$ cat src/rtl/ctrl_pkg.sv
// Shared encodings for the multicycle control unit:
// FSM states, opcode constants, ALU op codes and opcode classes.
package ctrl_pkg;

    typedef enum logic [2:0] {
        FETCH  = 3'd0,
        DECODE = 3'd1,
        EXEC   = 3'd2,
        MEM    = 3'd3,
        WB     = 3'd4,
        TRAP   = 3'd5
    } stateE;

    typedef enum logic [2:0] {
        CL_R,
        CL_SLTI,
        CL_LW,
        CL_SW,
        CL_BEQ,
        CL_ADDI,
        CL_BAD
    } opClassE;

    localparam logic [5:0] OP_R    = 6'b000000;
    localparam logic [5:0] OP_SLTI = 6'b000001;
    localparam logic [5:0] OP_LW   = 6'b000100;
    localparam logic [5:0] OP_SW   = 6'b000101;
    localparam logic [5:0] OP_BEQ  = 6'b000110;
    localparam logic [5:0] OP_ADDI = 6'b000111;

    localparam logic [2:0] ALU_R   = 3'b000;
    localparam logic [2:0] ALU_BEQ = 3'b001;
    localparam logic [2:0] ALU_SLT = 3'b010;
    localparam logic [2:0] ALU_ADD = 3'b011;

    function automatic logic [2:0] aluFor(input opClassE cls);
        logic [2:0] op;
        op = ALU_R;
        unique case (cls)
            CL_BEQ:                op = ALU_BEQ;
            CL_SLTI:               op = ALU_SLT;
            CL_LW, CL_SW, CL_ADDI: op = ALU_ADD;
            default:               op = ALU_R;
        endcase
        return op;
    endfunction

    function automatic logic usesImm(input opClassE cls);
        return (cls == CL_LW) || (cls == CL_SW) ||
               (cls == CL_ADDI) || (cls == CL_SLTI);
    endfunction

endpackage

$ cat src/rtl/mem_wait_timer.sv
// Counts memory wait cycles for one access and flags the cycle
// in which the wait budget runs out.
module mem_wait_timer #(
    parameter int LIMIT = 16
) (
    input  logic clk,
    input  logic rst_n,
    input  logic clear,
    input  logic enable,
    output logic timeout
);

    logic [7:0] count;

    always_ff @(posedge clk) begin
        if (!rst_n) begin
            count <= '0;
        end else if (clear) begin
            count <= '0;
        end else if (enable && count != 8'hFF) begin
            count <= count + 8'd1;
        end
    end

    // Fires during the LIMIT-th wait cycle; a ready in that cycle
    // drops enable, so a completing access never times out.
    assign timeout = enable && (count == 8'(LIMIT - 1));

endmodule

$ cat src/rtl/multicycle_control.sv
// Multicycle datapath controller: FETCH/DECODE/EXEC/MEM/WB FSM with
// stall freeze, illegal-opcode trap and memory timeout trap.
module multicycle_control
    import ctrl_pkg::*;
#(
    parameter int OPC_W       = 6,
    parameter int ALU_OP_W    = 3,
    parameter int MEM_TIMEOUT = 16,
    parameter int TIMEOUT_EN  = 1
) (
    input  logic                clk,
    input  logic                rst_n,
    input  logic [OPC_W-1:0]    opCode,
    input  logic                zero,
    input  logic                memReady,
    input  logic                stall,
    output logic                memReq,
    output logic                memRead,
    output logic                memWrite,
    output logic                iOrD,
    output logic                irWrite,
    output logic                pcWrite,
    output logic                pcSource,
    output logic                regDestination,
    output logic                aluSource,
    output logic                memToReg,
    output logic                regWrite,
    output logic                instrDone,
    output logic                illegalOp,
    output logic                busErr,
    output logic [ALU_OP_W-1:0] aluOpcode,
    output logic [2:0]          state
);

    localparam bit TO_ON = (TIMEOUT_EN != 0);

    stateE            curState;
    logic [OPC_W-1:0] opReg;
    opClassE          opClass;
    opClassE          newClass;
    logic             memPhase;
    logic             waitEn;
    logic             waitClr;
    logic             waitOut;
    logic             trapWait;
    logic             hold;

    function automatic opClassE classOf(input logic [OPC_W-1:0] op);
        opClassE c;
        c = CL_BAD;
        if (op == OPC_W'(OP_R))    c = CL_R;
        if (op == OPC_W'(OP_SLTI)) c = CL_SLTI;
        if (op == OPC_W'(OP_LW))   c = CL_LW;
        if (op == OPC_W'(OP_SW))   c = CL_SW;
        if (op == OPC_W'(OP_BEQ))  c = CL_BEQ;
        if (op == OPC_W'(OP_ADDI)) c = CL_ADDI;
        return c;
    endfunction

    assign opClass  = classOf(opReg);
    assign newClass = classOf(opCode);
    assign state    = curState;

    assign memPhase = (curState == FETCH) || (curState == MEM);
    assign waitEn   = memPhase && !stall && !memReady;
    assign waitClr  = !stall && ((memPhase && memReady) ||
                      curState == DECODE || curState == EXEC ||
                      curState == WB);
    assign trapWait = TO_ON && waitOut;

    mem_wait_timer #(
        .LIMIT(MEM_TIMEOUT)
    ) uTimer (
        .clk    (clk),
        .rst_n  (rst_n),
        .clear  (waitClr),
        .enable (waitEn),
        .timeout(waitOut)
    );

    always_ff @(posedge clk) begin
        if (!rst_n) begin
            curState  <= FETCH;
            opReg     <= '0;
            illegalOp <= 1'b0;
            busErr    <= 1'b0;
        end else if (!(stall && curState != TRAP)) begin
            unique case (curState)
                FETCH: begin
                    if (memReady) begin
                        curState <= DECODE;
                    end else if (trapWait) begin
                        busErr   <= 1'b1;
                        curState <= TRAP;
                    end
                end
                DECODE: begin
                    opReg <= opCode;
                    if (newClass == CL_BAD) begin
                        illegalOp <= 1'b1;
                        curState  <= TRAP;
                    end else begin
                        curState <= EXEC;
                    end
                end
                EXEC: begin
                    unique case (opClass)
                        CL_BEQ:       curState <= FETCH;
                        CL_LW, CL_SW: curState <= MEM;
                        default:      curState <= WB;
                    endcase
                end
                MEM: begin
                    if (memReady) begin
                        curState <= (opClass == CL_LW) ? WB : FETCH;
                    end else if (trapWait) begin
                        busErr   <= 1'b1;
                        curState <= TRAP;
                    end
                end
                WB:      curState <= FETCH;
                TRAP:    curState <= TRAP;
                default: curState <= FETCH;
            endcase
        end
    end

    // Strobes are suppressed while frozen or held in reset so an
    // aborted access never issues a stray request or write.
    assign hold = stall || !rst_n;

    always_comb begin
        memReq         = 1'b0;
        memRead        = 1'b0;
        memWrite       = 1'b0;
        iOrD           = 1'b0;
        irWrite        = 1'b0;
        pcWrite        = 1'b0;
        pcSource       = 1'b0;
        regDestination = 1'b0;
        aluSource      = 1'b0;
        memToReg       = 1'b0;
        regWrite       = 1'b0;
        instrDone      = 1'b0;
        aluOpcode      = '0;
        unique case (curState)
            FETCH: begin
                memReq  = 1'b1;
                memRead = 1'b1;
                irWrite = memReady;
                pcWrite = memReady;
            end
            EXEC: begin
                aluOpcode = ALU_OP_W'(aluFor(opClass));
                aluSource = usesImm(opClass);
                if (opClass == CL_BEQ) begin
                    pcWrite   = zero;
                    pcSource  = 1'b1;
                    instrDone = 1'b1;
                end
            end
            MEM: begin
                memReq    = 1'b1;
                iOrD      = 1'b1;
                aluOpcode = ALU_OP_W'(ALU_ADD);
                aluSource = 1'b1;
                memRead   = (opClass == CL_LW);
                memWrite  = (opClass == CL_SW);
                instrDone = (opClass == CL_SW) && memReady;
            end
            WB: begin
                regWrite       = 1'b1;
                instrDone      = 1'b1;
                regDestination = (opClass == CL_R);
                memToReg       = (opClass == CL_LW);
                aluOpcode      = ALU_OP_W'(aluFor(opClass));
                aluSource      = usesImm(opClass);
            end
            default: begin
            end
        endcase
        if (hold) begin
            memReq    = 1'b0;
            memRead   = 1'b0;
            memWrite  = 1'b0;
            irWrite   = 1'b0;
            pcWrite   = 1'b0;
            regWrite  = 1'b0;
            instrDone = 1'b0;
        end
    end

endmodule

$ cat config.mk
export PLATFORM = sky130hd
export DESIGN_NAME = multicycle_control
export DESIGN_NICKNAME = d
export VERILOG_FILES = /design/src/rtl/ctrl_pkg.sv /design/src/rtl/mem_wait_timer.sv /design/src/rtl/multicycle_control.sv
export SDC_FILE = /design/constraint.sdc
export NUM_CORES = 1
export LEC_CHECK = 0
export CORE_MARGIN = 5
export CORE_UTILIZATION = 40
export DETAILED_ROUTE_END_ITERATION = 10
export PLACE_DENSITY = 0.72
export RECOVER_POWER = 50
export SLEW_MARGIN = 20
export SYNTH_ARGS = -nofsm -noshare
export SYNTH_HDL_FRONTEND = slang
export SYNTH_SLANG_ARGS = --single-unit
$ cat constraint.sdc
create_clock -name clk -period 2.9 [get_ports clk]
set_input_delay 0.87 -clock clk [delete_from_list [all_inputs] [get_ports clk]]
set_output_delay 0.87 -clock clk [all_outputs]
set_load 0.02 [all_outputs]
# Yosys cells after proc, flatten, opt, wreduce, memory -nomap -nowiden
# Cells that the tools add are included.
word_totals:
  regBits: 19
  in_bits: 11
op_classes:
  n_addsub: 1
  eq_ne: 24
  muxes: 42
  n_bitwise: 3
  n_reduce_logical: 31
op_table:
  columns: ["cell", "n"]
  rows:
  - ["$mux 3", 17]
  - ["$eq 6x3->1 const B", 8]
  - ["$mux 1", 17]
  - ["$eq 3x3->1 const B", 5]
  - ["$pmux 3 s5", 1]
  - ["$eq 3x2->1 const B", 4]
  - ["$eq 6x1->1 const B", 2]
  - ["$logic_not 6->1", 2]
  - ["$add 8x1->8 const B", 1]
  - ["$eq 8x4->1 const B", 1]
  - ["$logic_and 1x1->1", 8]
  - ["$logic_or 1x1->1", 8]
  - ["$ne 8x8->1 const B", 1]
  - ["$reduce_or 2->1", 4]
  - ["$eq 3x1->1 const B", 2]
  - ["$logic_not 3->1", 2]
  - ["$pmux 1 s2", 3]
  - ["$pmux 2 s3", 1]
  - ["$pmux 3 s2", 1]
  - ["$pmux 2 s2", 1]
  - ["$reduce_and 4->1", 1]
  - ["$logic_not 1->1", 3]
  - ["$ne 3x3->1 const B", 1]
  - ["$not 1->1", 3]
  - ["other kinds (4)", 4]

# Longest topological paths before layout
# Gate-level depths: netlist of the first run.
logic_depth:
  ltp_word: 12
  mapped_depth: 6

# Modules after synthesis
# From an unflattened synthesis of the first run, not the netlist that was laid out.
hier_totals:
  hier_cells: 164
  area_unflattened_um2: 1303.8
by_module_without_submodules:
  columns: ["module", "instances", "cells_per_inst", "area_per_inst_um2"]
  rows:
  - ["multicycle_control", 1, 118, 869.6]
  - ["mem_wait_timer", 1, 46, 434.2]

# Worst setup path before layout of the first run
# Ideal clock, no wire load.
synth_timing:
  path_type: "register to output"
  startpoint: "reg opReg[3]"
  endpoint: "out instrDone"
  arrival_ns: 1.823
  t_required_ns: 2.030
  setup_slack_ns: 0.207
  path_stages_with_launch: 5
  path_buffers: 0
  cell_sequence: "dfxtp_1 > or4b_1 > nor3_2 > o21ai_0 > a21oi_1"
synth_between:
  elab_chain_cells: 11
  word_cells_on_any_way: 18
  classes_between: "7 x eq/ne; 9 x mux; 2 x reduce/logical"
synth_rtl:
  columns: ["item", "line", "text"]
  rows:
  - ["start: declaration", "multicycle_control.sv:38", "logic [OPC_W-1:0] opReg;"]
  - ["start signal: assignment", "multicycle_control.sv:98", "opReg <= opCode;"]
  - ["$logic_not 6->1", "multicycle_control.sv:51", "if (op == OPC_W'(OP_R)) c = CL_R;"]
  - ["$mux 3", "multicycle_control.sv:51", null]
  - ["$mux 3", "multicycle_control.sv:52", "if (op == OPC_W'(OP_SLTI)) c = CL_SLTI;"]
  - ["$mux 3", "multicycle_control.sv:53", "if (op == OPC_W'(OP_LW)) c = CL_LW;"]
  - ["$mux 3", "multicycle_control.sv:54", "if (op == OPC_W'(OP_SW)) c = CL_SW;"]
  - ["$mux 3", "multicycle_control.sv:55", "if (op == OPC_W'(OP_BEQ)) c = CL_BEQ;"]
  - ["$mux 3 (*)", "multicycle_control.sv:56", "if (op == OPC_W'(OP_ADDI)) c = CL_ADDI;"]
  - ["$eq 3x3->1 or $eq 3x2->1 (tied branches)", "multicycle_control.sv:156, multicycle_control.sv:169", null]
  - ["$mux 1 or $logic_and 1x1->1 (tied branches)", "multicycle_control.sv:156, multicycle_control.sv:169", null]
  - ["$pmux 1 s3 (*)", "multicycle_control.sv:146", "unique case (curState)"]
  - ["$mux 1 (*)", "multicycle_control.sv:182", "if (hold) begin"]
  - ["end: declaration", "multicycle_control.sv:28", "output logic instrDone,"]
# Every way passes the cells marked *; elsewhere a longest branch is shown, timed or not.

# Worst setup path after layout of the first run
layout_timing:
  startpoint: "in rst_n"
  endpoint: "out pcWrite"
layout_between:
  elab_chain_cells: 3
layout_rtl:
  columns: ["item", "line", "text"]
  rows:
  - ["start: declaration", "multicycle_control.sv:12", "input logic rst_n,"]
  - ["$logic_not 1->1", "multicycle_control.sv:130", "assign hold = stall || !rst_n;"]
  - ["$logic_or 1x1->1", "multicycle_control.sv:130", null]
  - ["$mux 1", "multicycle_control.sv:182", null]
  - ["end: declaration", "multicycle_control.sv:22", "output logic pcWrite,"]
# Every way passes these cells.

==> flow_summary_export.csv, run 1 <==
group,metric,value,unit
timing,fin_hold_ws,0.485,ns
grt,antenna_found_initial,0,
flow_run,max_cap_viol_count,0,
final_layout,drive_gt1_frac,0.161,
run_status,status,"finished with violations",
timing,worst_slack,-0.0382,ns
place,post-place-ws,-0.481,ns
clocking,clk_latency,0.29,ns
clocking,root_buffer,"clkbuf_4",
yosys,ys_seq_area_frac,0.321,
final_layout,layout_common_cells,"28 x nand2_1, 19 x dfxtp_1, 17 x buf_4",
drt,antenna_left,0,
clocking,cts_sinks,19,
pwr,clockPowerShare,0.243,
clocking,numCtsBuffers,3,
timing,worstMarginPinSlew,0.927,ns
yosys,synth_cells,160,
floorplanning,num_rows,19,
pwr,irDropWorstVdd,214,uV
grt,grt_remaining_overflow,0,
floorplanning,core-area,2810,sq um
drt,wire_per_inst,13.4,um
place,port_buffers,29,
timing,fin_crit_sh,1.01,
run_status,violations,"setup timing",
worst_hold_path,min_path_type,"register to register",
final_layout,syn2layout_area_growth,35.2,%
timing,hold_viol,0,
critical_path,reg2reg_to,"uTimer.count[2]",
pwr,combinationalPowerShare,0.243,
yosys,synth-edff-count,0,
final_layout,stdcell_count,230,
critical_path,startpoint,"rst_n",
timing,setup_viol,1,
critical_path,crit_fanout,3,
place,routabilityCongestion,0.859,
clocking,postCtsHoldBufs,0,
critical_path,worst_r2r_path_depth,6,
drt,viasPerCell,5.44,
grt,gr-usage-met1,0.198,
yosys,synth_top_area_frac,0.321,
clocking,cts_tree,"done",
clocking,htreeDepth,1,
grt,grt_util_met3,0.0345,
timing,fmax,0.340,GHz
critical_path,crit_chain,"clkdlybuf4s50_1 > nor2b_4 > nand2_1 > nor2_2 > a31o_2 > clkdlybuf4s15_2",
final_layout,diodes,0,
place,dpl.cell_count,226,
critical_path,start_kind,"input pin",
yosys,syn_nets,172,
clocking,clockBufferDepth,2,
yosys,yosysWarnings,0,
timing,rsz0062_at_grt,"true",
grt,use_met2,0.260,
drt,drc,0,
critical_path,crit_slowest_cell,"clkdlybuf4s50_1",
pwr,p_per_area,338,nW/um^2
drt,drtIter0Drc,66,
drt,dr.pass1.iters,4,
clocking,ctsResizeCount,25,
floorplanning,io_pins,31,
yosys,ys_types,46,
critical_path,required,2.03,ns
final_layout,layout_commonest_cell,"nand2_1",
yosys,synth_async_sr_flop_share,0,
timing,slew_violations,0,
pwr,leakage,0.000696,uW
drt,vias,1252,
floorplanning,die_x,64.4,um
grt,first_global_vias,1220,
drt,routed_wl,3080,um
floorplanning,die-area,4150,sq um
yosys,synth-seq-cells,19,
pwr,p_seq_frac,0.514,
critical_path,worstSetupEndpoint,"pcWrite",
critical_path,worst-setup-path-type,"input pin to output pin",
pwr,internal_power,383,uW
yosys,yosysTopAreaCell,"dfxtp_1",
pwr,power.total,541,uW
clocking,path_clk_slew,0.10,ns
yosys,postSynthAreaPerCell,7.41,sq um
timing,min_period,2.94,ns
grt,grt_start_max_net_pins,15,
yosys,syn-cell-area,1180,sq um
pwr,power.share.switching,0.291,
pwr,switchingPower,157,uW
critical_path,r2r_slack,0.64,ns
timing,skew,0.00669,ns
floorplanning,die_y,64.4,um
yosys,synthFlopType,"dfxtp_1",
grt,grt_usage,0.153,
grt,grt_busiest_layer,"met2",
yosys,synthTopCellsByArea,"dfxtp_1 32%, nand2_1 8.9%, a21oi_1 5.1%",
grt,grt_pass1_wl,5350,um
critical_path,cp_slowest_stage_delay,0.50,ns
place,hpwl,2370,um
floorplanning,start_util,0.422,
timing,relSlewSlack,0.376,
critical_path,crit_arrival,2.07,ns
final_layout,final_nets,212,
critical_path,cp-end-kind,"output pin",
clocking,cts_setup_buffers,0,
critical_path,regToRegStartpoint,"state[0]",
## worst min path at each step
stage,startpoint,to,slack [ns],depth (start not counted)
final,busErr,busErr,0.48,1
after global routing,opReg[3],opReg[3],0.52,2
after CTS,busErr,busErr,0.49,1
after detailed placement,busErr,busErr,0.46,1
after global placement,busErr,busErr,0.45,1
after floorplan,opReg[5],opReg[5],0.45,2
## per-stage QoR
stage	area [sq um]	util	TNS, ns
after global routing	1600	0.571	-0.181
after global placement	1580	0.563	-2.29
after detailed placement	1580	0.563	-2.57
after floorplan	1180	-	0
final	1600	0.571	-0.0382
after CTS	1590	0.567	-0.172
## cell usage after synthesis (2+ instances only)
master	number
and3_1	2
and2_1	3
mux2i_1	2
xnor2_1	2
nand2_1	28
a31oi_1	2
inv_1	6
nor3_1	10
o21a_1	3
dfxtp_1	19
a211oi_1	3
buf_2	2
nand3_1	6
o22ai_1	2
a21oi_1	12
nor2b_1	3
nor2_1	11
a21boi_0	7
buf_4	2
o21ai_0	6
clkbuf_1	4
## state kept, by name, indices dropped and copies added, names as in the netlist
| register | cells |
|---|---|
| uTimer.count | 8 |
| opReg | 6 |
| state | 3 |
| busErr | 1 |
| illegalOp | 1 |
## cell families after synthesis
| family | after synthesis | synth area share |
|---|---|---|
| AOI/OAI and AO/OA | 44 | 0.243 |
| and+or+nand+nor | 75 | 0.322 |
| muxes | 2 | 0.0169 |
| other | 1 | 0.00316 |
| adders and majority gates | 2 | 0.0190 |
| DFF | 19 | 0.321 |
| buffers and inverters | 14 | 0.0528 |
| xor gates and xnor gates | 3 | 0.0222 |
## layer usage
metal | vias to the layer above | part of all wire
met4 | 0 | 0.0071
li1 | 650 | -
met3 | 2 | 0.056
met5 | - | 0
met1 | 569 | 0.50
met2 | 31 | 0.44
## power groups by stage
stage / Sequential (uW) / Clock, uW / Combinational (uW)
6_report: 278 / 131 / 131
4_1_cts: 278 / 136 / 130
2_1_floorplan: 285 / 0 / 73.1
5_1_grt: 280 / 152 / 144
3_3_place_gp: 284 / 0 / 128
3_5_place_dp: 284 / 0 / 131
## area by class of cell
| type | count | area (sq um) |
|---|---|---|
| inverters | 6 | 22.5 |
| fillers | 278 | 1200 |
| well taps | 31 | 38.8 |
| multi-input cells | 127 | 752 |
| clock buffers | 4 | 26.3 |
| repair buffers | 43 | 382 |
| flip-flops and latches | 19 | 380 |
## worst max-delay path: cells and delay by family
kind | cells | cell delay, ns
buffers and inverters | 2 | 0.75
AND/OR/NAND/NOR | 3 | 0.35
AO/OA/AOI/OAI | 1 | 0.11
Note: power is estimated with default switching activity, not from simulation.
==> run 2: changes to the inputs <==
--- a/config.mk
+++ b/config.mk
@@ -8,6 +8,7 @@
 export CORE_MARGIN = 5
 export CORE_UTILIZATION = 40
 export DETAILED_ROUTE_END_ITERATION = 10
+export MAX_ROUTING_LAYER = met4
 export PLACE_DENSITY = 0.72
 export RECOVER_POWER = 50
 export SLEW_MARGIN = 20
==> flow_summary_export.csv, run 2 (synthesis gave the netlist of run 1 again) <==
group,metric,value,unit
clocking,numCtsBuffers,3,
place,post-place-ws,-0.481,ns
critical_path,reg2reg_to,"uTimer.count[2]",
critical_path,required,2.03,ns
timing,worstMarginPinSlew,0.877,ns
timing,setup_viol,1,
final_layout,largest_reg_flops,8,
critical_path,worst_r2r_path_depth,6,
floorplanning,die_x,64.4,um
critical_path,cp_slowest_stage_delay,0.50,ns
timing,skew,0.00469,ns
critical_path,crit_chain,"clkdlybuf4s50_1 > nor2b_4 > nand2_1 > nor2_2 > a31o_2 > clkdlybuf4s15_2",
floorplanning,die-area,4150,sq um
run_status,violations,"setup timing",
drt,wire_per_inst,13.3,um
clocking,postCtsHoldBufs,0,
drt,routed_wl,3060,um
timing,slew_violations,0,
pwr,leakage,0.000696,uW
critical_path,regToRegStartpoint,"state[0]",
final_layout,fillCellCount,278,
final_layout,layout_commonest_cell,"nand2_1",
critical_path,crit_arrival,2.07,ns
grt,grt_start_max_net_pins,15,
pwr,power.total,540,uW
run_status,status,"finished with violations",
worst_hold_path,min_to,"busErr",
place,hpwl,2370,um
timing,worst_slack,-0.0379,ns
drt,dr.pass1.iters,4,
flow_run,max_cap_viol_count,0,
floorplanning,die_y,64.4,um
drt,vias,1245,
worst_hold_path,min_path_type,"register to register",
pwr,p_per_area,337,nW/um^2
worst_hold_path,min_from,"busErr",
drt,drtIter0Drc,87,
drt,drc,0,
drt,viasPerCell,5.41,
timing,min_period,2.94,ns
timing,relSlewSlack,0.409,
final_layout,layout_common_cells,"28 x nand2_1, 19 x dfxtp_1, 17 x buf_4",
timing,fmax,0.340,GHz
grt,antenna_found_initial,0,
critical_path,start_kind,"input pin",
clocking,clk_latency,0.29,ns
final_layout,top_register,"uTimer.count",
floorplanning,start_util,0.422,
critical_path,cp-end-kind,"output pin",
clocking,cts_tree,"done",
timing,finalSetupTns,-0.0379,ns
place,routabilityCongestion,0.873,
clocking,path_clk_slew,0.10,ns
grt,grt_remaining_overflow,0,
place,dpl.cell_count,226,
timing,fin_crit_sh,1.01,
final_layout,stdcell_count,230,
floorplanning,num_rows,19,
floorplanning,io_pins,31,
worst_hold_path,hold_path_depth,1,
floorplanning,core-area,2810,sq um
clocking,clockBufferDepth,2,
drt,antenna_left,0,
pwr,irDropWorstVdd,214,uV
clocking,htreeDepth,1,
grt,first_global_vias,1225,
final_layout,diodes,0,
clocking,cts_sinks,19,
critical_path,r2r_slack,0.68,ns
final_layout,syn2layout_area_growth,35.2,%
critical_path,crit_slowest_cell,"clkdlybuf4s50_1",
final_layout,final_nets,212,
clocking,root_buffer,"clkbuf_4",
final_layout,drive_gt1_frac,0.161,
grt,grt_usage,0.158,
grt,grt_pass1_wl,5350,um
place,port_buffers,29,
timing,fin_hold_ws,0.485,ns
timing,rsz0062_at_grt,"true",
critical_path,crit_fanout,3,
timing,hold_viol,0,
critical_path,worst-setup-path-type,"input pin to output pin",
[run 2: cell counts in the layout (fill, tap and decap cells not counted)]
No cell type changed its count.
[run 2: worst max path at each step]
stage	end	startpoint	slack (ns)
finish	pcWrite	rst_n	-0.04
global route	pcWrite	rst_n	-0.10
CTS	pcWrite	rst_n	-0.09
detailed placement	pcWrite	rst_n	-0.48
global placement	pcWrite	rst_n	-0.40
floorplan	instrDone	opReg[3]	0.21
[run 2: worst max-delay path, delay by kind of cell]
| family | cells | cell delay [ns] |
|---|---|---|
| compound gates | 1 | 0.11 |
| simple gates | 3 | 0.35 |
| buf+inv | 2 | 0.75 |
[run 2: cell type report]
type	instances	area (sq um)	area share
multi-input cells	127	752	0.470
flip-flops and latches	19	380	0.237
repair buffers	43	382	0.238
inverters	6	22.5	0.0141
well taps	31	38.8	0.0242
clock buffers	4	26.3	0.0164
[run 2: per-stage QoR]
stage	util	cell area, sq um
3_5_place_dp	0.563	1580
4_1_cts	0.567	1590
3_3_place_gp	0.563	1580
5_1_grt	0.571	1600
2_1_floorplan	-	1180
6_report	0.571	1600
[run 2: power by group]
group	internal, uW	total, uW	switching, uW
Sequential	269	278	9.20
Combinational	61.3	131	69.9
Clock	53.3	130	77.0
Total	383	540	156
[run 2: per-layer routing]
| metal | share of wire | wire length (um) | track usage |
|---|---|---|---|
| met1 | 0.50 | 1530 | 0.199 |
| met2 | 0.44 | 1350 | 0.260 |
| met3 | 0.054 | 165 | 0.0345 |
| met4 | 0.0072 | 22 | 0.0369 |
| met5 | 0 | 0 | - |
[run 2: repair_timing]
item / 4_1_cts / 5_1_grt
endpoints found under the setup margin: 9 / 9
resized for setup: 25 / 13
setup buffers: 0 / 0
pin swaps: 0 / 0
